### src/rtl/grid_cursor_if.sv
// Button inputs and cursor outputs of grid_cursor_gen.
interface grid_cursor_if #(
    parameter int COLS = 6,
    parameter int ROWS = 4
);
    localparam int XW = (COLS > 1) ? $clog2(COLS) : 1;
    localparam int YW = (ROWS > 1) ? $clog2(ROWS) : 1;
    localparam int VW = ((COLS * ROWS) > 1) ? $clog2(COLS * ROWS) : 1;

    logic          restriction;
    logic          dir_up;
    logic          dir_down;
    logic          dir_left;
    logic          dir_right;
    logic [XW-1:0] pos_x;
    logic [YW-1:0] pos_y;
    logic [VW-1:0] val;
    logic          moved;
    logic          blocked;

    modport master (
        output restriction, dir_up, dir_down, dir_left, dir_right,
        input  pos_x, pos_y, val, moved, blocked
    );

    modport slave (
        input  restriction, dir_up, dir_down, dir_left, dir_right,
        output pos_x, pos_y, val, moved, blocked
    );
endinterface

### src/rtl/grid_cursor_gen.sv
// Keypad-grid cursor: edge-triggered moves with hold-to-repeat, border wrap/clamp,
// skip-over of digit cells forbidden by the restriction input, and moved/blocked pulses.
module grid_cursor_gen #(
    parameter int COLS          = 6,
    parameter int ROWS          = 4,
    parameter int DIG_COLS      = 4,
    parameter int DIG_ROWS_OK   = 2,
    parameter bit WRAP          = 1'b1,
    parameter bit SKIP          = 1'b1,
    parameter int HOLD_CYCLES   = 25_000_000,
    parameter int REPEAT_CYCLES = 5_000_000
) (
    input  logic         clk,
    input  logic         rst_n,
    grid_cursor_if.slave bus
);
    localparam int XW        = (COLS > 1) ? $clog2(COLS) : 1;
    localparam int YW        = (ROWS > 1) ? $clog2(ROWS) : 1;
    localparam int VW        = ((COLS * ROWS) > 1) ? $clog2(COLS * ROWS) : 1;
    localparam int MAX_STEPS = (COLS > ROWS) ? COLS : ROWS;
    localparam int CNT_SPAN  = (HOLD_CYCLES > REPEAT_CYCLES) ? HOLD_CYCLES : REPEAT_CYCLES;
    localparam int CW        = (CNT_SPAN > 2) ? $clog2(CNT_SPAN) : 1;

    localparam bit            REPEAT_EN    = (REPEAT_CYCLES > 0);
    localparam logic [CW-1:0] HOLD_LAST    = CW'((HOLD_CYCLES > 0) ? HOLD_CYCLES - 1 : 0);
    localparam logic [CW-1:0] REP_LAST     = CW'(REPEAT_EN ? REPEAT_CYCLES - 1 : 0);
    localparam logic [XW-1:0] X_LAST       = XW'(COLS - 1);
    localparam logic [YW-1:0] Y_LAST       = YW'(ROWS - 1);
    localparam logic [XW-1:0] X_DIG        = XW'(DIG_COLS);
    localparam logic [YW-1:0] Y_OK         = YW'(DIG_ROWS_OK);
    localparam bit            ROWS_LIMITED = (DIG_ROWS_OK < ROWS);

    localparam logic [3:0] BTN_UP    = 4'b1000;
    localparam logic [3:0] BTN_DOWN  = 4'b0100;
    localparam logic [3:0] BTN_LEFT  = 4'b0010;
    localparam logic [3:0] BTN_RIGHT = 4'b0001;

    function automatic logic is_forbidden(input logic restr, input logic [XW-1:0] x,
                                          input logic [YW-1:0] y);
        return restr && (x < X_DIG) && ROWS_LIMITED && (y >= Y_OK);
    endfunction

    logic [3:0]    btn_s;
    logic [3:0]    btn_q_r;
    logic          single_s;
    logic          press_s;
    logic          repeat_s;
    logic          step_s;
    logic          snap_s;
    logic [CW-1:0] cnt_r;
    logic [CW-1:0] cnt_last_s;
    logic          first_r;
    logic [XW-1:0] pos_x_r;
    logic [YW-1:0] pos_y_r;
    logic [XW-1:0] tgt_x_s;
    logic [YW-1:0] tgt_y_s;
    logic          found_s;
    logic          search_done_s;
    logic          hit_edge_s;
    logic          moved_r;
    logic          blocked_r;
    logic [VW-1:0] val_s;

    assign btn_s      = {bus.dir_up, bus.dir_down, bus.dir_left, bus.dir_right};
    assign single_s   = (btn_s != 4'b0000) && ((btn_s & (btn_s - 4'b0001)) == 4'b0000);
    assign press_s    = single_s && ((btn_s & btn_q_r) == 4'b0000);
    assign cnt_last_s = first_r ? HOLD_LAST : REP_LAST;
    assign repeat_s   = REPEAT_EN && single_s && !press_s && (cnt_r == cnt_last_s);
    assign step_s     = press_s || repeat_s;
    assign snap_s     = is_forbidden(bus.restriction, pos_x_r, pos_y_r);

    // Walk from the cursor in the pressed direction until an allowed cell or a hard border
    always_comb begin
        tgt_x_s       = pos_x_r;
        tgt_y_s       = pos_y_r;
        found_s       = 1'b0;
        search_done_s = 1'b0;
        hit_edge_s    = 1'b0;
        for (int i = 0; i < MAX_STEPS; i++) begin
            if (!search_done_s) begin
                case (btn_s)
                    BTN_UP: begin
                        if (tgt_y_s != '0) tgt_y_s = tgt_y_s - YW'(1);
                        else if (WRAP)     tgt_y_s = Y_LAST;
                        else               hit_edge_s = 1'b1;
                    end
                    BTN_DOWN: begin
                        if (tgt_y_s != Y_LAST) tgt_y_s = tgt_y_s + YW'(1);
                        else if (WRAP)         tgt_y_s = '0;
                        else                   hit_edge_s = 1'b1;
                    end
                    BTN_LEFT: begin
                        if (tgt_x_s != '0) tgt_x_s = tgt_x_s - XW'(1);
                        else if (WRAP)     tgt_x_s = X_LAST;
                        else               hit_edge_s = 1'b1;
                    end
                    BTN_RIGHT: begin
                        if (tgt_x_s != X_LAST) tgt_x_s = tgt_x_s + XW'(1);
                        else if (WRAP)         tgt_x_s = '0;
                        else                   hit_edge_s = 1'b1;
                    end
                    default: hit_edge_s = 1'b1;
                endcase
                if (hit_edge_s) begin
                    search_done_s = 1'b1;
                end else if (!is_forbidden(bus.restriction, tgt_x_s, tgt_y_s)) begin
                    found_s       = 1'b1;
                    search_done_s = 1'b1;
                end else if (!SKIP) begin
                    search_done_s = 1'b1;
                end else begin
                    search_done_s = 1'b0;
                end
            end else begin
                search_done_s = 1'b1;
            end
        end
    end

    // Button history and hold-to-repeat counter; the first repeat waits HOLD, later ones REPEAT
    always_ff @(posedge clk or negedge rst_n) begin
        if (!rst_n) begin
            btn_q_r <= 4'b0000;
            cnt_r   <= '0;
            first_r <= 1'b1;
        end else begin
            btn_q_r <= btn_s;
            if (!single_s || press_s || !REPEAT_EN) begin
                cnt_r   <= '0;
                first_r <= 1'b1;
            end else if (repeat_s) begin
                cnt_r   <= '0;
                first_r <= 1'b0;
            end else begin
                cnt_r   <= cnt_r + CW'(1);
                first_r <= first_r;
            end
        end
    end

    // Cursor position and status pulses; snapping out of a forbidden cell wins over any move
    always_ff @(posedge clk or negedge rst_n) begin
        if (!rst_n) begin
            pos_x_r   <= '0;
            pos_y_r   <= '0;
            moved_r   <= 1'b0;
            blocked_r <= 1'b0;
        end else if (snap_s) begin
            pos_x_r   <= '0;
            pos_y_r   <= '0;
            moved_r   <= 1'b1;
            blocked_r <= 1'b0;
        end else if (step_s) begin
            if (found_s && ((tgt_x_s != pos_x_r) || (tgt_y_s != pos_y_r))) begin
                pos_x_r   <= tgt_x_s;
                pos_y_r   <= tgt_y_s;
                moved_r   <= 1'b1;
                blocked_r <= 1'b0;
            end else begin
                pos_x_r   <= pos_x_r;
                pos_y_r   <= pos_y_r;
                moved_r   <= 1'b0;
                blocked_r <= 1'b1;
            end
        end else begin
            pos_x_r   <= pos_x_r;
            pos_y_r   <= pos_y_r;
            moved_r   <= 1'b0;
            blocked_r <= 1'b0;
        end
    end

    // Key code: digits numbered row-major, commands column-major after all digits
    always_comb begin
        if (pos_x_r < X_DIG) begin
            val_s = VW'(pos_y_r) * VW'(DIG_COLS) + VW'(pos_x_r);
        end else begin
            val_s = VW'(DIG_COLS * ROWS) + VW'(pos_x_r - X_DIG) * VW'(ROWS) + VW'(pos_y_r);
        end
    end

    assign bus.pos_x   = pos_x_r;
    assign bus.pos_y   = pos_y_r;
    assign bus.val     = val_s;
    assign bus.moved   = moved_r;
    assign bus.blocked = blocked_r;
endmodule

### src/flat_wrapper.sv
// flat-port wrapper written by rule: the top's interface ports become plain ports
module grid_cursor_gen_flat 
#(
    parameter int COLS          = 6,
    parameter int ROWS          = 4,
    parameter int DIG_COLS      = 4,
    parameter int DIG_ROWS_OK   = 2,
    parameter bit WRAP          = 1'b1,
    parameter bit SKIP          = 1'b1,
    parameter int HOLD_CYCLES   = 25_000_000,
    parameter int REPEAT_CYCLES = 5_000_000
)
  (clk, rst_n, bus_restriction, bus_dir_up, bus_dir_down, bus_dir_left, bus_dir_right, bus_pos_x, bus_pos_y, bus_val, bus_moved, bus_blocked);
  grid_cursor_if #(.COLS(COLS), .ROWS(ROWS)) bus_i ();
  input  logic clk;
  input  logic rst_n;
  input wire logic [$bits(bus_i.restriction)-1:0] bus_restriction;
  input wire logic [$bits(bus_i.dir_up)-1:0] bus_dir_up;
  input wire logic [$bits(bus_i.dir_down)-1:0] bus_dir_down;
  input wire logic [$bits(bus_i.dir_left)-1:0] bus_dir_left;
  input wire logic [$bits(bus_i.dir_right)-1:0] bus_dir_right;
  output wire logic [$bits(bus_i.pos_x)-1:0] bus_pos_x;
  output wire logic [$bits(bus_i.pos_y)-1:0] bus_pos_y;
  output wire logic [$bits(bus_i.val)-1:0] bus_val;
  output wire logic [$bits(bus_i.moved)-1:0] bus_moved;
  output wire logic [$bits(bus_i.blocked)-1:0] bus_blocked;
  assign bus_i.restriction = bus_restriction;
  assign bus_i.dir_up = bus_dir_up;
  assign bus_i.dir_down = bus_dir_down;
  assign bus_i.dir_left = bus_dir_left;
  assign bus_i.dir_right = bus_dir_right;
  assign bus_pos_x = bus_i.pos_x;
  assign bus_pos_y = bus_i.pos_y;
  assign bus_val = bus_i.val;
  assign bus_moved = bus_i.moved;
  assign bus_blocked = bus_i.blocked;
  grid_cursor_gen #(.COLS(COLS), .ROWS(ROWS), .DIG_COLS(DIG_COLS), .DIG_ROWS_OK(DIG_ROWS_OK), .WRAP(WRAP), .SKIP(SKIP), .HOLD_CYCLES(HOLD_CYCLES), .REPEAT_CYCLES(REPEAT_CYCLES)) u_core (.clk(clk), .rst_n(rst_n), .bus(bus_i));
endmodule
### config.mk
export PLATFORM = sky130hd
export DESIGN_NAME = grid_cursor_gen_flat
export DESIGN_NICKNAME = d
export VERILOG_FILES = /design/src/rtl/grid_cursor_if.sv /design/src/rtl/grid_cursor_gen.sv /design/src/flat_wrapper.sv
export SDC_FILE = /design/constraint.sdc
export NUM_CORES = 1
export LEC_CHECK = 0
export CORE_AREA = 2 2 84 70
export DETAILED_ROUTE_END_ITERATION = 6
export DIE_AREA = 0 0 86 72
export PLACE_DENSITY = 0.85
export SETUP_SLACK_MARGIN = 0.05
export SLEW_MARGIN = 5
export SYNTH_ARGS = -nofsm -noshare
export SYNTH_HDL_FRONTEND = slang
export SYNTH_SLANG_ARGS = --single-unit
export TNS_END_PERCENT = 30
### constraint.sdc
create_clock -name clk -period 6.7 [get_ports clk]
set_input_delay 1.675 -clock clk [delete_from_list [all_inputs] [get_ports clk]]
set_output_delay 1.675 -clock clk [all_outputs]
set_load 0.05 [all_outputs]
# --- After elaboration in Yosys (flattened, before gate mapping) ---
# Index checks and enable logic that the tools add are counted.
word_totals:
  reg_bits: 37
  input_bits: 7
  out_inout_bits: 12
  wordCells: 235
op_classes:
  n_addsub: 30
  order_cmp: 14
  n_eq_ne: 19
  muxes: 119
  bitwise: 2
  reduce_logical: 44
op_table:
  columns: ["cell", "n"]
  rows:
  - ["25-bit 2-to-1 mux", 3]
  - ["3-bit 2-to-1 mux", 25]
  - ["1-bit 2-to-1 mux", 53]
  - ["2-bit 2-to-1 mux", 25]
  - ["3-bit one-hot mux with 2 select lines", 6]
  - ["25-bit by 1-bit adder with 25-bit output (second input constant)", 1]
  - ["25-bit equality test", 1]
  - ["2-bit one-hot mux with 2 select lines", 6]
  - ["3-bit < comparator (second input constant)", 7]
  - ["1-bit logical AND", 19]
  - ["3-bit by 1-bit adder with 3-bit output (second input constant)", 6]
  - ["3-bit != test (second input constant)", 6]
  - ["2-bit nonzero test", 9]
  - ["3-bit nonzero test", 6]
  - ["3-bit by 1-bit subtractor with 3-bit output (second input constant)", 6]
  - ["2-bit greater-or-equal comparator (second input constant)", 7]
  - ["2-bit by 1-bit adder with 2-bit output (second input constant)", 6]
  - ["2-bit != test (second input constant)", 6]
  - ["2-bit by 1-bit subtractor with 2-bit output (second input constant)", 6]
  - ["4-bit AND", 2]
  - ["4-bit zero test", 2]
  - ["4-bit by 3-bit adder with 5-bit output", 1]
  - ["5-bit by 2-bit adder with 5-bit output", 1]
  - ["5-bit adder (first input constant)", 1]
  - ["14 further kinds", 17]

# --- Depth between registers and ports, before layout ---
# Gate-level depths: netlist of run 1.
depth:
  word_depth: 47
  depth_mapped: 16
  ltp_nobuf: 16

# --- Worst setup path after synthesis of run 1 ---
# Ideal clock, no wire load.
synth_timing:
  path_type: "input port to flip-flop"
  startpoint: "input port bus_dir_right"
  endpoint: "register u_core.pos_x_r[2] (netlist: u_core.bus.pos_x[2])"
  t_arrival_ns: 5.248
  required_ns: 6.572
  setup_slack_ns: 1.324
  path_stages: 15
  cell_sequence: "buf_2 > or2_2 > o31ai_2 > or2_2 > ha_1 > or3b_1 > a21oi_1 > o211ai_1 > nor4_1 > o21ai_0 > o22ai_1 > o221ai_1 > and4b_1 > o21ai_2 > mux2_1"
synth_between:
  elab_chain_len: 37
  elab_cells_between_ends: 188
  classes_between: "add/sub: 21; order compare: 12; eq/ne: 16; mux: 100; bitwise: 2; reduce/logical: 37"
synth_lines:
  columns: ["item", "line", "rtl"]
  rows:
  - ["from (decl)", "flat_wrapper.sv:21", "input wire logic [$bits(bus_i.dir_right)-1:0] bus_dir_right;"]
  - ["parallel branches: the longest is 37 deep, another holds 3-bit by 1-bit adder with 3-bit output", null, null]
  - ["to (signal assigned)", "grid_cursor_gen.sv:155", "pos_x_r <= tgt_x_s;"]
  - ["to (signal assigned)", "grid_cursor_gen.sv:160", "pos_x_r <= pos_x_r;"]
  - ["to (signal assigned)", "grid_cursor_gen.sv:166", "pos_x_r <= pos_x_r;"]
  - ["to (decl)", "grid_cursor_gen.sv:53", "logic [XW-1:0] pos_x_r;"]
# Parallel ways; which one is timed is not known. The select of a mux whose other input is x is not followed.
# A chain may end at the register's enable or synchronous reset.

# --- Final worst setup path of run 1 ---
layout_timing:
  startpoint: "input port bus_dir_up"
  endpoint: "register u_core.pos_x_r[2] (netlist: u_core.bus.pos_x[2])"
layout_between:
  elab_chain_len: 37
  elab_cells_between_ends: 188
  classes_between: "add/sub: 21; order compare: 12; eq/ne: 16; mux: 100; bitwise: 2; reduce/logical: 37"
layout_lines:
  columns: ["item", "line", "rtl"]
  rows:
  - ["from (decl)", "flat_wrapper.sv:18", "input wire logic [$bits(bus_i.dir_up)-1:0] bus_dir_up;"]
  - ["parallel branches: the longest is 37 deep, another holds 3-bit by 1-bit adder with 3-bit output", null, null]
# Parallel ways; which one is timed is not known. The select of a mux whose other input is x is not followed.

==> metrics.yaml, run 1 <==
yosys_register_bits: 37
worstPathRequired_ns: 6.87
grt_start_max_net_pins: 38
io_buffers: 18
viasPerCell: 6.33
top_usage_layer: "met2"
yosysWarnings: 0
finalCriticalPeriod_ns: 6.20
grt_util_met1_pct: 33.4
clock_path_buffers: 2
grt_pass1_vias: 2484
diodes: 0
drc: 0
wl_per_cell_um: 16.1
hpwl_um: 4890
syn_to_final_growth_pct: 11.3
run_status: "finished clean"
clk_pin_slew_ns: 0.08
cts_buffers: 5
dr.pass1.iters: 5
dr_total_vias: 2660
worstHoldPathType: "flop to flop"
p_leak_nw: 1.24
io_pins: 19
clock_latency_ns: 0.29
placed_area_mm2: 0.00307
grtUsageMet3_pct: 5.01
synth_largest_area_cell: "dfrtp_1"
start_util_pct: 53.8
final_hold_viol_count: 0
worstMarginPinSlew_ns: 0.902
fin_crit_sh_pct: 92.6
ys.flop_type: "dfrtp_1"
synth_edf_count: 0
worstSetupStartpointType: "input pin"
die_area_mm2: 0.00619
ir_drop_uv: 185
gp_congestion: 0.917
fin_hold_ws_ns: 0.489
syn-num-nets: 354
htree_levels: 2
syn_area_mm2: 0.00286
cts_root_buf: "clkbuf_8"
die_y_um: 72
avgSynthCellArea_um2: 8.39
synthTopCellsByArea: "dfrtp_1, nor2_1, xor2_1"
skew_ns: 0.00751
die_w_um: 86
postCtsResizedCells: 0
track_usage_pct: 22.8
synth.most_common_cell: "nor2_1"
cp_max_fo: 11
wirelength_um: 6770
crit_type: "input pin to flop"
met2_usage_pct: 35.1
fin_nets: 367
antenna_found_initial: 0
tns_ns: 0
cp.arrival_ns: 6.38
max_freq_mhz: 161
worstPathCellList: "clkdlybuf4s50_1 > buf_4 > nor3b_1 > a32o_1 > or2_2 > ha_1 > or3b_1 > a21oi_1 > o211ai_1 > nor4_1 > o21ai_0 > o22ai_1 > o221ai_1 > and4b_1 > o21ai_2 > mux2_1"
rsz0062_at_grt: "no"
cp_num_cells: 16
critPathMaxStageDelay_ns: 0.57
cts_sinks: 37
synthCells: 341
crit_buf_inv: 2
yosysSeqAreaShare_pct: 32.4
synthArstFlopShare_pct: 100
cts_tree: "yes"
grt_pass1_wl_um: 11500
drive_above_1_share_pct: 8.73
crit_path_end_kind: "flop"
r2r_cells: 16
finish.instance_area_mm2: 0.00318
path_delay_family: "simple AND/OR/NAND/NOR gates"
powerDensity_mw_per_mm2: 303
drt_iter0_markers: 366
yosysTopAreaCellShare_pct: 31.5
slew_violations: 0
setup_viol: 0
synthTopCellsByCount: "nor2_1, dfrtp_1, nand2_1"
ant_nets: 0
holdPathStages: 1
core_mm2: 0.00532
holdBufCountCts: 0
post_cts_buffers: 0
maxCapViolCount: 0
rows: 24
grt-ovfl-total: 0
yosysUniqueCellTypes: 67
slowest_stage: "nor4_1"
slew_headroom_pct: 39.7
## report_power, final
group / switching, W / internal [W]
Clock: 0.0000813 / 0.000112
Combinational: 0.000306 / 0.000179
Sequential: 0.0000491 / 0.000238
Total: 0.000436 / 0.000528
## registers in the layout, summed over array words and instances (netlist names)
register and flops:
u_core.cnt_r 25, u_core.bus.pos_y 2, u_core.bus.pos_x 3, u_core.bus.moved 1
u_core.btn_q_r 4, u_core.bus.blocked 1, u_core.first_r 1
## cell type report
cell class                      instances  area, um^2
Clock buffer                            6        72.6
Clock inverter                          2        38.8
Fill cell                             446        2130
Inverter                                7        26.3
Multi-Input combinational cell        281        1830
Sequential cell                        37         927
Tap cell                               65        81.3
Timing Repair Buffer                   22         205
## layer usage
metal / wire, um / share of wire (%) / up-vias
li1: - / - / 1285
met1: 3240 / 48 / 1250
met2: 2900 / 43 / 112
met3: 553 / 8.2 / 13
met4: 63 / 0.93 / 0
met5: 0 / 0 / -
## worst paths after layout
path                                                       from                               to  slack [ns]
worst max register to register  u_core.bus.pos_y[1]$_DFFE_PN0P_  u_core.bus.pos_x[2]$_DFFE_PN0P_        1.41
max in group asynchronous                                 rst_n        u_core.cnt_r[6]$_DFF_PN0_        4.65
min in group asynchronous                                 rst_n       u_core.cnt_r[18]$_DFF_PN0_        1.49
worst max-delay path                                 bus_dir_up  u_core.bus.pos_x[2]$_DFFE_PN0P_        0.50
worst min-delay path                  u_core.cnt_r[0]$_DFF_PN0_        u_core.cnt_r[0]$_DFF_PN0_        0.49
worst min register to register        u_core.cnt_r[0]$_DFF_PN0_        u_core.cnt_r[0]$_DFF_PN0_        0.49
## cells by family (layout without fill, tap and decap cells)
| logic type | Yosys count | in the layout | share of synthesized area (%) |
|---|---|---|---|
| and+or+nand+nor | 164 | 164 | 31.8 |
| AOI/OAI and AO/OA | 78 | 78 | 19.2 |
| DFF | 37 | 37 | 32.4 |
| xor gates and xnor gates | 27 | 27 | 8.26 |
| buffers and inverters | 23 | 37 | 3.54 |
| adders and majority gates | 6 | 6 | 2.62 |
| muxes | 6 | 6 | 2.23 |
## through the flow
| stage | util [%] | power (W) | cells | worst slack, ns |
|---|---|---|---|---|
| 3_3_place_gp | 57.8 | 0.000754 | 412 | 0.524 |
| 5_1_grt | 59.9 | 0.00102 | 420 | 0.177 |
| 6_report | 59.9 | 0.000964 | 420 | 0.496 |
| 2_1_floorplan | - | 0.000643 | 341 | 1.32 |
| 3_5_place_dp | 57.8 | 0.000764 | 412 | 0.292 |
| 4_1_cts | 59.9 | 0.000961 | 420 | 0.577 |
## cell usage in the layout (no fill, tap or decap), types with 3 or more instances in the layout
| master | instances |
|---|---|
| nand4_1 | 8 |
| nand2_1 | 26 |
| clkbuf_8 | 5 |
| a21oi_1 | 12 |
| mux2i_1 | 3 |
| o211ai_1 | 8 |
| nor2_1 | 42 |
| o31ai_1 | 7 |
| nor3_1 | 3 |
| o21ai_0 | 16 |
| nand3_1 | 17 |
| inv_1 | 6 |
| o31a_1 | 3 |
| clkdlybuf4s50_1 | 17 |
| a31oi_1 | 4 |
| nor3b_1 | 3 |
| xor2_1 | 16 |
| nand2b_1 | 9 |
| a22oi_1 | 3 |
| xnor2_1 | 11 |
| or2_2 | 7 |
| a21boi_0 | 3 |
| nor2b_1 | 4 |
| ha_1 | 6 |
| buf_4 | 4 |
| or3_1 | 4 |
| and3_1 | 8 |
| dfrtp_1 | 36 |
| nor4_1 | 9 |
| a22o_1 | 3 |
Note: power is estimated with default switching activity, not from simulation.
==> inputs of run 2 (changes only) <==
--- a/config.mk
+++ b/config.mk
@@ -5,10 +5,11 @@
 export SDC_FILE = /design/constraint.sdc
 export NUM_CORES = 1
 export LEC_CHECK = 0
-export CORE_AREA = 2 2 84 70
+export ABC_AREA = 1
+export CORE_AREA = 2 2 85 71
 export DETAILED_ROUTE_END_ITERATION = 6
-export DIE_AREA = 0 0 86 72
-export PLACE_DENSITY = 0.85
+export DIE_AREA = 0 0 87 73
+export PLACE_DENSITY = 0.84
 export SETUP_SLACK_MARGIN = 0.05
 export SLEW_MARGIN = 5
 export SYNTH_ARGS = -nofsm -noshare
==> run 2 against run 1 <==
Net effect: non-clock buffer count is 4 lower; final area is 3.2% higher; sequential share of layout area is 0.90 points lower; sequential power is 6% lower; setup slack better by 1.1 ns; critical endpoint is now u_core.bus.pos_x[1]$_DFFE_PN0P_; largest power group unchanged.
==> metrics.yaml, run 2 <==
ff2ff_setup_slack_ns: 2.96
die_y_um: 73
finalCriticalPeriod_ns: 5.08
synthTopCellsByCount: "nand2_1, inv_1, nand3_1"
synthCells: 418
slew_headroom_pct: 39.3
path_delay_family: "simple AND/OR/NAND/NOR gates"
largest_reg_flops: 25
crit_path_end_kind: "flop"
run_status: "finished clean"
drive_above_1_share_pct: 13.6
multiInputGateArea_mm2: 0.00172
io_buffers: 18
powerDensity_mw_per_mm2: 330
grt_pass1_wl_um: 11400
cp_max_fo: 7
route.met3.wl_um: 479
synth_largest_area_cell: "dfrtp_1"
track_usage_pct: 22.5
dp_cells: 500
worstHoldPathType: "flop to flop"
slew_violations: 0
cts_buffers: 5
wirelength_um: 6840
critPathMaxStageDelay_ns: 0.53
power.switching_w: 0.000512
worstMarginPinSlew_ns: 0.906
whs_endpoint: "u_core.cnt_r[0]$_DFF_PN0_"
hp-start: "u_core.cnt_r[0]$_DFF_PN0_"
grt-ovfl-total: 0
tns_ns: 0
htree_levels: 2
p_leak_nw: 1.55
core_mm2: 0.00560
start_util_pct: 51.9
reg2reg_from: "u_core.bus.pos_y[0]$_DFFE_PN0P_"
crit_path_start: "bus_dir_left"
final_cells: 508
rows: 25
synth_edf_count: 0
viasPerCell: 5.55
fillers: 515
fin_nets: 453
r2r-end: "u_core.bus.pos_x[1]$_DFFE_PN0P_"
synthTopCellsByArea: "dfrtp_1, nand2_1, nand3_1"
regArea_um2: 927
cts_tree: "yes"
grt_pass1_vias: 2422
holdBufCountCts: 0
holdPathStages: 1
p_int_w: 0.000574
wl_per_cell_um: 13.5
ir_drop_uv: 124
utilization_pct: 58.7
rsz0062_at_grt: "no"
worstPathCellList: "clkdlybuf4s50_1 > nor2_1 > nand3_2 > inv_1 > nor2_2 > a21oi_1 > ha_1 > o211ai_1 > nand2_1 > nor2_2 > nand4_2 > nand2_2 > nand2_1 > xor2_1 > xor2_1 > inv_1 > nand3_2 > nand2_4 > nand2_2 > nand2_1 > o21ai_2"
dr.pass1.iters: 5
ys.flop_type: "dfrtp_1"
clk_pin_slew_ns: 0.08
worstSetupStartpointType: "input pin"
die_w_um: 87
yosysTopAreaCellShare_pct: 31.0
io_pins: 19
crit_type: "input pin to flop"
cts_sinks: 37
dr_total_vias: 2817
hpwl_um: 5250
diodes: 0
syn_area_mm2: 0.00291
die_area_mm2: 0.00635
worst_path_most_repeated_cell: "nand2_1"
setup_viol: 0
post_cts_buffers: 0
cts_root_buf: "clkbuf_8"
layout_commonest_cell: "nand2_1"
routed.top_layer: "met4"
drc: 0
synthArstFlopShare_pct: 100
clockPowerShare_pct: 21.1
worstPathRequired_ns: 6.87
sw_frac_of_total_pct: 47.1
r2r_cells: 21
slowest_stage: "clkdlybuf4s50_1"
grt_start_max_net_pins: 38
syn_to_final_growth_pct: 13.1
gp_congestion: 0.962
crit_buf_inv: 3
fin_hold_ws_ns: 0.482
skew_ns: 0.00714
clock_latency_ns: 0.29
ant_nets: 0
yosysUniqueCellTypes: 43
antenna_found_initial: 0
maxCapViolCount: 0
yosys_register_bits: 37
cp.arrival_ns: 5.25
yosysWarnings: 0
p_comb_share_pct: 54.0
final_cell_mix: "nand2_1, inv_1, nand3_1"
route.met2.wl_um: 2860
fin_crit_sh_pct: 75.8
drt_iter0_markers: 207
max_freq_mhz: 197
layout_setup_ws_ns: 1.62
final_hold_viol_count: 0
avgSynthCellArea_um2: 6.95
wl_met1_um: 3430
postCtsResizedCells: 0
top_register: "u_core.cnt_r"
clock_path_buffers: 2
syn-num-nets: 431
pwr-share-seq_pct: 24.9
preCtsSetupSlack_ns: 1.36
synth.most_common_cell: "nand2_1"
yosysSeqAreaShare_pct: 31.9
==> run 2: changes by cell type after synthesis, sizes merged, moves of 7 or more <==
cell | before | now
nand3 | 17 | 53
xor2 | 16 | 5
o31ai | 9 | 1
a21oi | 12 | 21
inv | 7 | 65
or2 | 9 | 2
xnor2 | 11 | 1
nand2 | 26 | 122
nand2b | 9 | 0
and3 | 9 | 0
clkbuf | 9 | 2
==> run 2: final cells by class <==
cell class	instances	share of cell area [%]
Inverter	66	7.54
Timing Repair Buffer	18	5.33
Multi-Input combinational cell	312	52.3
Clock buffer	5	2.09
Tap cell	67	2.55
Sequential cell	37	28.2
Clock inverter	3	1.98
==> run 2: cells by family after synthesis <==
| logic type | after synthesis | synth area share, % |
|---|---|---|
| AOI/OAI and AO/OA | 55 | 11.9 |
| xor gates and xnor gates | 6 | 1.81 |
| adders and majority gates | 6 | 2.58 |
| buffers and inverters | 69 | 8.96 |
| DFF | 37 | 31.9 |
| and+or+nand+nor | 245 | 42.9 |
==> run 2: per-stage QoR <==
step | instance area (um^2) | total power [W]
after floorplan | 2910 | 0.000712
after global routing | 3290 | 0.00116
after global placement | 3150 | 0.000844
after detailed placement | 3150 | 0.000853
final | 3290 | 0.00109
after CTS | 3290 | 0.00108
==> run 2: worst max-delay path by stage <==
stage                                            endpoint  slack, ns  depth (start not counted)
after floorplan           u_core.bus.pos_x[1]$_DFFE_PN0P_       2.41                         20
final                     u_core.bus.pos_x[1]$_DFFE_PN0P_       1.62                         21
after global routing      u_core.bus.pos_x[1]$_DFFE_PN0P_       1.25                         25
after detailed placement  u_core.bus.pos_x[1]$_DFFE_PN0P_       1.36                         21
after CTS                 u_core.bus.pos_x[1]$_DFFE_PN0P_       1.66                         21
after global placement    u_core.bus.pos_x[1]$_DFFE_PN0P_       1.44                         21
==> run 2: routing by layer <==
metal	GRT usage [%]	vias to the layer above
met5	0	-
met4	5.21	0
met3	3.39	12
met2	32.7	100
met1	34.8	1275
li1	-	1430
==> run 2: power by group through the flow <==
stage	clock network [W]	logic (W)	registers, W
5_1_grt	0.000242	0.000643	0.000274
2_1_floorplan	0	0.000404	0.000308
6_report	0.000229	0.000586	0.000270
3_5_place_dp	0	0.000579	0.000274
4_1_cts	0.000232	0.000581	0.000270
3_3_place_gp	0	0.000568	0.000276
==> inputs of run 3 (changes only) <==
==> constraint.sdc (replaced) <==
create_clock -name clk -period 5 [get_ports clk]
set_input_delay 1.25 -clock clk [delete_from_list [all_inputs] [get_ports clk]]
set_output_delay 1.25 -clock clk [all_outputs]
set_load 0.05 [all_outputs]
==> run 3 against run 2 <==
Net effect: cell count is 0.59% higher; non-clock buffer count is 3 higher; count of clock-buffer cells in the layout stayed put; worst hold slack worse by 0.023 ns; sequential power is 35% higher; sequential cell count stayed put; routed wire length is 0.44% lower; global-route usage is 0.93 points higher; critical endpoint unchanged.
==> metrics.yaml, run 3 (synthesized netlist as in run 2, its figures left out) <==
crit_path_end_kind: "flop"
p_leak_nw: 1.56
ant_nets: 0
ir_drop_uv: 212
skew_ns: 0.0104
rsz0062_at_grt: "no"
dr_total_vias: 2826
cp.arrival_ns: 4.70
pwr-share-seq_pct: 25.8
max_freq_mhz: 222
worstSetupStartpointType: "input pin"
die_area_mm2: 0.00635
final_cell_mix: "nand2_1, inv_1, nand3_1"
reg2reg_from: "u_core.bus.pos_y[0]$_DFFE_PN0P_"
clockPowerShare_pct: 18.6
holdBufCountCts: 0
wl_per_cell_um: 13.3
post_cts_buffers: 0
hpwl_um: 5260
top_register: "u_core.cnt_r"
setup_viol: 0
rows: 25
sw_frac_of_total_pct: 48.8
finalCriticalPeriod_ns: 4.51
grt_start_max_net_pins: 38
drive_above_1_share_pct: 14.2
io_pins: 19
crit_path_start: "bus_dir_up"
largest_reg_flops: 25
cp_max_fo: 6
maxCapViolCount: 0
diodes: 0
cts_tree: "yes"
clock_path_buffers: 2
p_comb_share_pct: 55.7
final_hold_viol_count: 0
antenna_found_initial: 0
clock_latency_ns: 0.29
ff2ff_setup_slack_ns: 1.28
htree_levels: 2
start_util_pct: 51.9
slew_headroom_pct: 47.2
crit_type: "input pin to flop"
die_w_um: 87
postCtsResizedCells: 0
layout_commonest_cell: "nand2_1"
io_buffers: 18
syn_to_final_growth_pct: 13.2
cts_buffers: 5
viasPerCell: 5.53
tns_ns: 0
cts_root_buf: "clkbuf_8"
fin_nets: 456
preCtsSetupSlack_ns: 0.218
gp_congestion: 0.952
grt_pass1_wl_um: 11800
cts_sinks: 37
worstHoldPathType: "flop to flop"
wirelength_um: 6810
power.switching_w: 0.000689
track_usage_pct: 23.4
p_int_w: 0.000723
grt_pass1_vias: 2533
run_status: "finished clean"
drc: 0
core_mm2: 0.00560
powerDensity_mw_per_mm2: 429
hp-start: "u_core.cnt_r[0]$_DFF_PN0_"
die_y_um: 73
slew_violations: 0
worstMarginPinSlew_ns: 0.792
worstPathRequired_ns: 5.18
grt-ovfl-total: 0
dr.pass1.iters: 5
drt_iter0_markers: 284
clk_pin_slew_ns: 0.08
layout_setup_ws_ns: 0.486
fin_crit_sh_pct: 90.3
## run 3: cell count changes in the layout (fill, tap and decap cells not counted)
cell / previous run / this run
clkinvlp_4: 0 / 1
bufinv_16: 2 / 1
clkinv_2: 1 / 0
buf_4: 0 / 3
clkinv_4: 0 / 1
## run 3: critical path, stage by stage
cell and delay [ns]:
clkdlybuf4s50_1 0.64, inv_2 0.08, nand3_2 0.16, inv_1 0.10
nor2_2 0.17, a21oi_1 0.13, ha_1 0.33, o211ai_1 0.24
nand2_1 0.10, nor2_2 0.19, nand4_2 0.18, nand2_2 0.18
nand2_1 0.08, xor2_1 0.24, xor2_1 0.10, inv_1 0.08
nand3_2 0.13, nand2_4 0.12, nand2_2 0.07, nand2_1 0.08
o21ai_2 0.05
## run 3: final timing paths
kind,to,depth (start not counted)
max,u_core.bus.pos_x[1]$_DFFE_PN0P_,21
min,u_core.cnt_r[0]$_DFF_PN0_,1
max reg2reg,u_core.bus.pos_x[1]$_DFFE_PN0P_,21
min reg2reg,u_core.cnt_r[0]$_DFF_PN0_,1
max in group asynchronous,u_core.bus.pos_x[2]$_DFFE_PN0P_,1
min in group asynchronous,u_core.cnt_r[10]$_DFF_PN0_,1
## run 3: cell type report
| type | instances | area [um^2] |
|---|---|---|
| clock inverter | 3 | 46.3 |
| sequential | 37 | 927 |
| clock buffer | 5 | 68.8 |
| fill | 513 | 2310 |
| timing repair buffer | 21 | 198 |
| inverter | 66 | 248 |
| tap | 67 | 83.8 |
| multi-input combinational | 312 | 1720 |
## run 3: routing by layer
| layer | part of all wire (%) | GRT usage, % |
|---|---|---|
| met1 | 50 | 36.4 |
| met2 | 42 | 34.3 |
| met3 | 7.1 | 3.62 |
| met4 | 0.53 | 4.69 |
| met5 | 0 | 0 |
## run 3: power by group through the flow
stage          clock network [W]  logic, W  registers [W]
5_1_grt                 0.000284  0.000866       0.000369
3_3_place_gp                   0  0.000766       0.000370
4_1_cts                 0.000269  0.000781       0.000363
2_1_floorplan                  0  0.000541       0.000413
6_report                0.000262  0.000786       0.000364
3_5_place_dp                   0  0.000778       0.000368
## run 3: metrics by stage
step | utilization [%] | total power [W] | hold slack [ns] | area, um^2 | instances
floorplan | - | 0.000955 | 0.433 | 2910 | 418
global route | 58.7 | 0.00152 | 0.477 | 3290 | 511
detailed placement | 56.7 | 0.00115 | 0.453 | 3170 | 503
global placement | 56.7 | 0.00114 | 0.447 | 3170 | 503
CTS | 58.7 | 0.00141 | 0.464 | 3290 | 511
finish | 58.7 | 0.00141 | 0.459 | 3290 | 511
